`src/rtl/upa_pk_gen_if.sv`:
```
// Handshake bundle between the IAQ/FMULT stage, upa_pk_gen and UPA1.
// Latency: none (wires only).
// Backpressure: in_ready/out_ready carried as plain valid/ready pairs.
// Ports: in_* side (DQ, SEZ, chan, init, clear_all), out_* side (PK0, PK1, SIGPK, DQSEZ, out_chan).
// Modports: slave = the upa_pk_gen block, master = the environment driving it.
interface upa_pk_gen_if #(
  parameter int CH_W = 5
);
  logic            in_valid;
  logic            in_ready;
  logic [CH_W-1:0] chan;
  logic            init;
  logic            clear_all;
  logic [15:0]     DQ;
  logic [14:0]     SEZ;
  logic            out_valid;
  logic            out_ready;
  logic [CH_W-1:0] out_chan;
  logic            PK0;
  logic            PK1;
  logic            SIGPK;
  logic [15:0]     DQSEZ;

  modport slave (
    input  in_valid, chan, init, clear_all, DQ, SEZ, out_ready,
    output in_ready, out_valid, out_chan, PK0, PK1, SIGPK, DQSEZ
  );

  modport master (
    output in_valid, chan, init, clear_all, DQ, SEZ, out_ready,
    input  in_ready, out_valid, out_chan, PK0, PK1, SIGPK, DQSEZ
  );
endinterface

```
`src/rtl/upa_pk_gen.sv`:
```
// G.726 ADDC: DQSEZ = DQ + SEZ, PK0/SIGPK from the sum, PK1 from a per-channel PK0 history.
// Latency: 1 cycle, outputs registered on the accept edge; 1 sample/cycle with out_ready high.
// Backpressure: in_ready = !out_valid | out_ready; a stalled output holds and leaves history untouched.
// Ports: clk, reset (async active-low), scan_in0..4/scan_enable/test_mode/scan_out0..4 (DFT),
//        bus (upa_pk_gen_if.slave) carrying the input and output handshakes.
// CHANNELS must not exceed 2**CH_W.
module upa_pk_gen #(
  parameter int CHANNELS = 32,
  parameter int CH_W     = 5
) (
  input  logic clk,
  input  logic reset,
  input  logic scan_in0,
  input  logic scan_in1,
  input  logic scan_in2,
  input  logic scan_in3,
  input  logic scan_in4,
  input  logic scan_enable,
  input  logic test_mode,
  output logic scan_out0,
  output logic scan_out1,
  output logic scan_out2,
  output logic scan_out3,
  output logic scan_out4,
  upa_pk_gen_if.slave bus
);

  logic                accept;
  logic [15:0]         dq_mag;
  logic [15:0]         dqi;
  logic [15:0]         sezi;
  logic [15:0]         dqsez_n;
  logic                pk0_n;
  logic                pk1_n;
  logic                chan_ok;
  logic [CHANNELS-1:0] hist;

  // Scan stitching through every flop (history included) is done at DFT
  // insertion; the RTL keeps the chain ports and stays inert in functional mode.
  assign scan_out0 = scan_enable & test_mode & scan_in0;
  assign scan_out1 = scan_enable & test_mode & scan_in1;
  assign scan_out2 = scan_enable & test_mode & scan_in2;
  assign scan_out3 = scan_enable & test_mode & scan_in3;
  assign scan_out4 = scan_enable & test_mode & scan_in4;

  assign bus.in_ready = !bus.out_valid || bus.out_ready;
  assign accept       = bus.in_valid && bus.in_ready;

  // Sign-magnitude to two's complement; 0x8000 (negative zero) maps to 0.
  assign dq_mag  = {1'b0, bus.DQ[14:0]};
  assign dqi     = bus.DQ[15] ? (16'd0 - dq_mag) : dq_mag;
  assign sezi    = {bus.SEZ[14], bus.SEZ};
  assign dqsez_n = dqi + sezi;
  assign pk0_n   = dqsez_n[15];

  // Out-of-range channels neither read nor write the history.
  assign chan_ok = 32'(bus.chan) < CHANNELS;
  assign pk1_n   = !bus.init && chan_ok && hist[bus.chan];

  always_ff @(posedge clk or negedge reset) begin
    if (!reset) begin
      bus.out_valid <= 1'b0;
      bus.out_chan  <= '0;
      bus.PK0       <= 1'b0;
      bus.PK1       <= 1'b0;
      bus.SIGPK     <= 1'b0;
      bus.DQSEZ     <= 16'd0;
      hist          <= '0;
    end else begin
      if (accept) begin
        bus.out_valid <= 1'b1;
        bus.out_chan  <= bus.chan;
        bus.PK0       <= pk0_n;
        bus.PK1       <= pk1_n;
        bus.SIGPK     <= (dqsez_n == 16'd0);
        bus.DQSEZ     <= dqsez_n;
      end else if (bus.out_ready) begin
        bus.out_valid <= 1'b0;
      end
      // The later assignment wins: an accept on the clear edge keeps its PK0.
      if (bus.clear_all) begin
        hist <= '0;
      end
      if (accept && chan_ok) begin
        hist[bus.chan] <= pk0_n;
      end
    end
  end

endmodule

```
`src/flat_wrapper.sv`:
```
// flat-port wrapper written by rule: the top's interface ports become plain ports
module upa_pk_gen_flat 
#(
  parameter int CHANNELS = 32,
  parameter int CH_W     = 5
)
  (clk, reset, scan_in0, scan_in1, scan_in2, scan_in3, scan_in4, scan_enable, test_mode, scan_out0, scan_out1, scan_out2, scan_out3, scan_out4, bus_in_valid, bus_chan, bus_init, bus_clear_all, bus_DQ, bus_SEZ, bus_out_ready, bus_in_ready, bus_out_valid, bus_out_chan, bus_PK0, bus_PK1, bus_SIGPK, bus_DQSEZ);
  upa_pk_gen_if #(.CH_W(CH_W)) bus_i ();
  input  logic clk;
  input  logic reset;
  input  logic scan_in0;
  input  logic scan_in1;
  input  logic scan_in2;
  input  logic scan_in3;
  input  logic scan_in4;
  input  logic scan_enable;
  input  logic test_mode;
  output logic scan_out0;
  output logic scan_out1;
  output logic scan_out2;
  output logic scan_out3;
  output logic scan_out4;
  input wire logic [$bits(bus_i.in_valid)-1:0] bus_in_valid;
  input wire logic [$bits(bus_i.chan)-1:0] bus_chan;
  input wire logic [$bits(bus_i.init)-1:0] bus_init;
  input wire logic [$bits(bus_i.clear_all)-1:0] bus_clear_all;
  input wire logic [$bits(bus_i.DQ)-1:0] bus_DQ;
  input wire logic [$bits(bus_i.SEZ)-1:0] bus_SEZ;
  input wire logic [$bits(bus_i.out_ready)-1:0] bus_out_ready;
  output wire logic [$bits(bus_i.in_ready)-1:0] bus_in_ready;
  output wire logic [$bits(bus_i.out_valid)-1:0] bus_out_valid;
  output wire logic [$bits(bus_i.out_chan)-1:0] bus_out_chan;
  output wire logic [$bits(bus_i.PK0)-1:0] bus_PK0;
  output wire logic [$bits(bus_i.PK1)-1:0] bus_PK1;
  output wire logic [$bits(bus_i.SIGPK)-1:0] bus_SIGPK;
  output wire logic [$bits(bus_i.DQSEZ)-1:0] bus_DQSEZ;
  assign bus_i.in_valid = bus_in_valid;
  assign bus_i.chan = bus_chan;
  assign bus_i.init = bus_init;
  assign bus_i.clear_all = bus_clear_all;
  assign bus_i.DQ = bus_DQ;
  assign bus_i.SEZ = bus_SEZ;
  assign bus_i.out_ready = bus_out_ready;
  assign bus_in_ready = bus_i.in_ready;
  assign bus_out_valid = bus_i.out_valid;
  assign bus_out_chan = bus_i.out_chan;
  assign bus_PK0 = bus_i.PK0;
  assign bus_PK1 = bus_i.PK1;
  assign bus_SIGPK = bus_i.SIGPK;
  assign bus_DQSEZ = bus_i.DQSEZ;
  upa_pk_gen #(.CHANNELS(CHANNELS), .CH_W(CH_W)) u_core (.clk(clk), .reset(reset), .scan_in0(scan_in0), .scan_in1(scan_in1), .scan_in2(scan_in2), .scan_in3(scan_in3), .scan_in4(scan_in4), .scan_enable(scan_enable), .test_mode(test_mode), .scan_out0(scan_out0), .scan_out1(scan_out1), .scan_out2(scan_out2), .scan_out3(scan_out3), .scan_out4(scan_out4), .bus(bus_i));
endmodule
```
`config.mk`:
```
export PLATFORM = sky130hd
export DESIGN_NAME = upa_pk_gen_flat
export DESIGN_NICKNAME = d
export VERILOG_FILES = /design/src/rtl/upa_pk_gen_if.sv /design/src/rtl/upa_pk_gen.sv /design/src/flat_wrapper.sv
export SDC_FILE = /design/constraint.sdc
export NUM_CORES = 1
export LEC_CHECK = 0
export ABC_AREA = 1
export CORE_UTILIZATION = 54
export CTS_BUF_LIST = sky130_fd_sc_hd__clkbuf_2 sky130_fd_sc_hd__clkbuf_4 sky130_fd_sc_hd__clkbuf_8
export DETAILED_ROUTE_END_ITERATION = 12
export GPL_TIMING_DRIVEN = 0
export PLACE_DENSITY = 0.83
export RECOVER_POWER = 100
export SYNTH_ARGS = -nofsm -noshare
export SYNTH_HDL_FRONTEND = slang
export SYNTH_SLANG_ARGS = --single-unit
```
`constraint.sdc`:
```
create_clock -name clk -period 1.9 [get_ports clk]
set_input_delay 0.38 -clock clk [delete_from_list [all_inputs] [get_ports clk]]
set_output_delay 0.38 -clock clk [all_outputs]
set_load 0.005 [all_outputs]
```
==> flow_results.org <==
** Power and ir drop
- The internal portion of the total power is 0.00230 W.
- Peak supply drop :: 363 µV
- Net switching component of the power :: 0.00133 W
- Reported leakage power :: 2.73 nW
- For this design the ratio of total power to cell area is 635 nW/µm².
- The share of total power dissipated in combinational logic is 45.8%.
- Net switching share of the total power :: 36.7%
- The clock network burns 16.6% of the power.
- The share of total power dissipated in sequential elements is 37.6%.

** Clocking
- TritonCTS built the clock tree.
- Number of buffers added by the clock tree synthesis step :: 5
- Source-to-sink clock delay at the later pin of the worst-skew pair :: 310 ps
- Counting along the longest clock path gives a buffer depth of 2.
- Deepest level of the CTS H-tree :: 2
- Sink count of the clock tree :: 56
- Clock-pin slew was measured on the worst setup and hold paths at 90 ps.
- Clock root buffer master :: clkbuf_8

** Global routing
- Initial antenna violation count :: 0
- The first global-routing pass estimated 19200 µm of wire.
- Congestion Overflow GR :: 0
- Global routing usage summed across all routing layers :: 31.7%
- Entering global routing, the biggest net connects 35 pins.
- The via count of the first global-routing pass came to 4223.

** Critical path
- Ordered list of cells on the worst path :: buf_12, inv_12, ha_4, inv_4, nor2_4, nand2_2, nor3_4, a31oi_2, xor2_1, ha_1, nand2_2, inv_2, a21oi_2, nand2_1, a21oi_1, nand2_1, and2_4, buf_8, mux2i_2
- Number of buffer and inverter stages on the critical path :: 5
- Crit Path Class :: input port to flop
- In this run the critical register-to-register path is launched from u_core.bus.out_valid.
- The worst register-to-register path has a setup slack of -80 ps.
- Critical path peak fanout :: 6
- Setup crit end kind :: flop
- Grouping stages by cell kind, the critical path spends the most delay in simple AND/OR/NAND/NOR gates.
- STA classifies the critical path startpoint as an input port.
- The critical path starts at bus_DQ[0].
- Required time reported for the critical path endpoint :: 2130 ps
- The slowest stage of the critical path belongs to the cell ha_1.
- Critical path data arrival time :: 2980 ps
- Delay of the slowest cell on the worst path :: 340 ps

** Synth
- Average cell area after synthesis :: 7.19 µm²
- Synth Area in Adders :: 6.41%
- Of the post-synthesis cell area, the part taken by muxes is 5.07%.
- The number of nets handed over by synthesis was 628.
- In this run the cell area of the synthesized design comes to 4020 µm².
- Summing the areas of all xor and xnor instances in the mapped netlist gives 3.05% of the synthesized area.
- After synthesis, the largest family of logic cells by area is simple AND/OR/NAND/NOR gates.
- Area share of and/or/nand/nor cells after synthesis :: 28.5%
- The Yosys step of the flow raised 0 warnings.
- By area the synthesized netlist is led by dfrtp_1 35%, nand2_1 14%, nor2_1 7.5%.
- In this run, distinct cell masters in the synthesized netlist total 33.
- Post-synth top area share :: 34.9%
- The synthesized netlist devotes 13.9% of its cell area to compound gates.
- Share of the yosys chip area belonging to registers :: 34.9%
- After synthesis the netlist holds a flip-flop and latch count of 56.
- Cell count after synthesis :: 559
- Cell type contributing the most total cell area after synthesis :: dfrtp_1

** Die
- Once the floorplan was initialized, standard cells occupied 55.7% of the core.
- Standard-cell row count :: 31
- The floorplan step defined a die boundary enclosing 7790 µm².
- After floorplanning, the core was sized to cover 7210 µm².
- For this design the top-level I/O count stands at 80.
- Horizontal extent of the die :: 88.3 µm
- Measured along the y axis, the die boundary spans 88.3 µm.

** Detailed routing
- After detailed routing, the number of remaining DRC violations is 0.
- DR iter-0 viols :: 337
- In the final routed layout, each cell accounts on average for 16.7 µm.
- Met2 WL post-DR :: 6870 µm
- Signal routing reaches up to met4.
- Total detailed-routing wirelength :: 13000 µm
- In this run the remaining antenna-violating nets after routing total 0.
- After detailed routing, the wire length on met1 is 4710 µm.
- Initial DRT Pass Iterations :: 5
- The detailed router placed 4482 vias in this run.
- Summed over all nets, wire length on met3 after detailed routing comes to 804 µm.
- Via/cell ratio :: 5.75

** Final layout
- Area occupied by multi-input gates :: 2630 µm²
- Design Area, Final :: 5720 µm²
- Fill cells in the final layout number 493.
- Final antenna diode count :: 0
- The area growth from synthesis to layout is 42.4%.
- Registers take 1400 µm².
- Total Nets Final :: 751
- In the final layout, the share of cells above drive strength 1 is 24.0%.

** Placed design
- Count of buffers from port buffering :: 79
- Post-DP HPWL :: 8050 µm
- Summing all placed instances gives a cell area of 5020 µm².
- At the end of routability-driven placement, the weighted congestion stood at 0.858.
- Post-Place Setup Slack :: -1670 ps

** Run
- Max-cap violations in this run came to 0.

** Timing
- In this run the tightest slew margin relative to its limit is 15.6%.
- Of the available clock period, the critical path in the final layout requires 145%.
- Endpoints failing hold :: 0
- Highest Clock Rate :: 0.364 GHz
- For the pin with the worst max-slew slack, the measured transition is 1270 ps.
- Setup violations remaining at the end of the flow were counted as 45.
- The count of pins over their slew limit came to 0.
- On the final layout, the worst clock skew is 4.58 ps.
- Shortest clock period the worst path allows after layout :: 2750 ps
- Min setup slack post-route :: -846 ps
- Setup repair after global routing missed its margin :: true
- Hold slack :: 316 ps

** Min path
- Hold/Removal Path Class :: input port to async pin

** Status
- Result of the run :: finished with violations
- The final reports fail on setup timing.
==> cell usage after synthesis <==
cell type	number
a21oi_1	32
nand3_1	30
inv_2	2
o21bai_1	1
a21oi_2	13
xnor2_1	5
xor2_1	9
mux2i_2	1
buf_4	1
or2_2	3
inv_1	63
o21a_1	2
dfrtp_1	56
nand3b_1	2
a22oi_1	16
mux2i_1	19
nor2_2	1
buf_6	4
nor4_1	1
nor3_2	1
fa_1	1
nand2_2	4
clkinv_1	1
clkbuf_1	7
nand2_1	146
o21ai_0	17
buf_2	1
and2_4	1
nor3_1	10
nand4_1	1
nor2_1	80
a31oi_1	9
ha_1	19
==> worst reg2reg max path: cells and delay by family (launching register included) <==
family / cells / cell delay [ps]
flip-flops: 1 / 390
buffers and inverters: 1 / 240
AND/OR/NAND/NOR: 4 / 1000
multiplexers: 1 / 280
==> cells in the final DEF (no fill, tap or decap), types with 9 or more instances in the layout <==
cell,n
a21oi_1,24
a21oi_2,20
a22oi_1,16
buf_4,29
clkdlybuf4s50_1,31
dfrtp_1,56
dlygate4sd2_1,9
dlygate4sd3_1,26
ha_1,15
inv_1,51
inv_2,9
mux2i_1,17
nand2_1,119
nand2_2,26
nand3_1,25
nor2_1,64
nor2_2,9
nor3_1,9
xor2_1,9
==> final timing paths <==
path,end,cells past startpoint
setup / recovery,u_core.hist[15],19
hold / removal,u_core.bus.PK1,1
setup reg to reg,u_core.hist[2],6
hold reg to reg,u_core.bus.out_chan[4],2
max in group asynchronous,u_core.hist[14],2
min in group clk,u_core.bus.out_chan[4],2
==> metal layers <==
layer	vias to the layer above	track usage [%]
met5	-	0
met4	0	12.6
met3	73	3.45
met2	257	61.0
met1	2087	35.4
li1	2065	-
==> timing repair <==
item,in CTS,in global routing
setup endpoints to repair,54,47
gates resized for setup,114,48
hold buffers,0,0
gates cloned,1,1
buffers inserted,23,15
pin swaps,44,33
==> power by group through the flow <==
stage	sequential, W	clock [W]	combinational [W]
2_1_floorplan	0.00139	0	0.000713
3_3_place_gp	0.00139	0	0.00125
3_5_place_dp	0.00139	0	0.00128
4_1_cts	0.00137	0.000596	0.00147
5_1_grt	0.00138	0.000629	0.00179
6_report	0.00137	0.000603	0.00166
==> layout make-up <==
| cell class | instances | share of cell area [%] |
|---|---|---|
| buffer | 12 | 1.66 |
| multi-input combinational | 424 | 46.0 |
| sequential | 56 | 24.5 |
| clock buffer | 5 | 1.20 |
| timing repair buffer | 117 | 19.7 |
| inverter | 66 | 4.81 |
| tap | 99 | 2.16 |
==> registers in the layout (all words and copies together) (netlist names) <==
signal	count
u_core.hist	32
u_core.bus.DQSEZ	16
u_core.bus.out_chan	5
u_core.bus.PK1	1
u_core.bus.SIGPK	1
u_core.bus.out_valid	1
==> cells by family after synthesis <==
group | count (synthesis)
xor+xnor | 14
simple gates | 280
compound gates | 90
flops | 56
mux | 20
fa+ha+maj | 20
buf+inv | 79
==> per-stage QoR <==
step	setup TNS, ps	std cells	total power, W	util [%]
2_1_floorplan	-22590	559	0.00210	-
3_3_place_gp	-133210	737	0.00264	69.4
3_5_place_dp	-67740	738	0.00268	69.6
4_1_cts	-27650	764	0.00343	75.6
5_1_grt	-37560	779	0.00379	79.3
6_report	-30950	779	0.00363	79.3
Power figures use the tool's default switching activity.
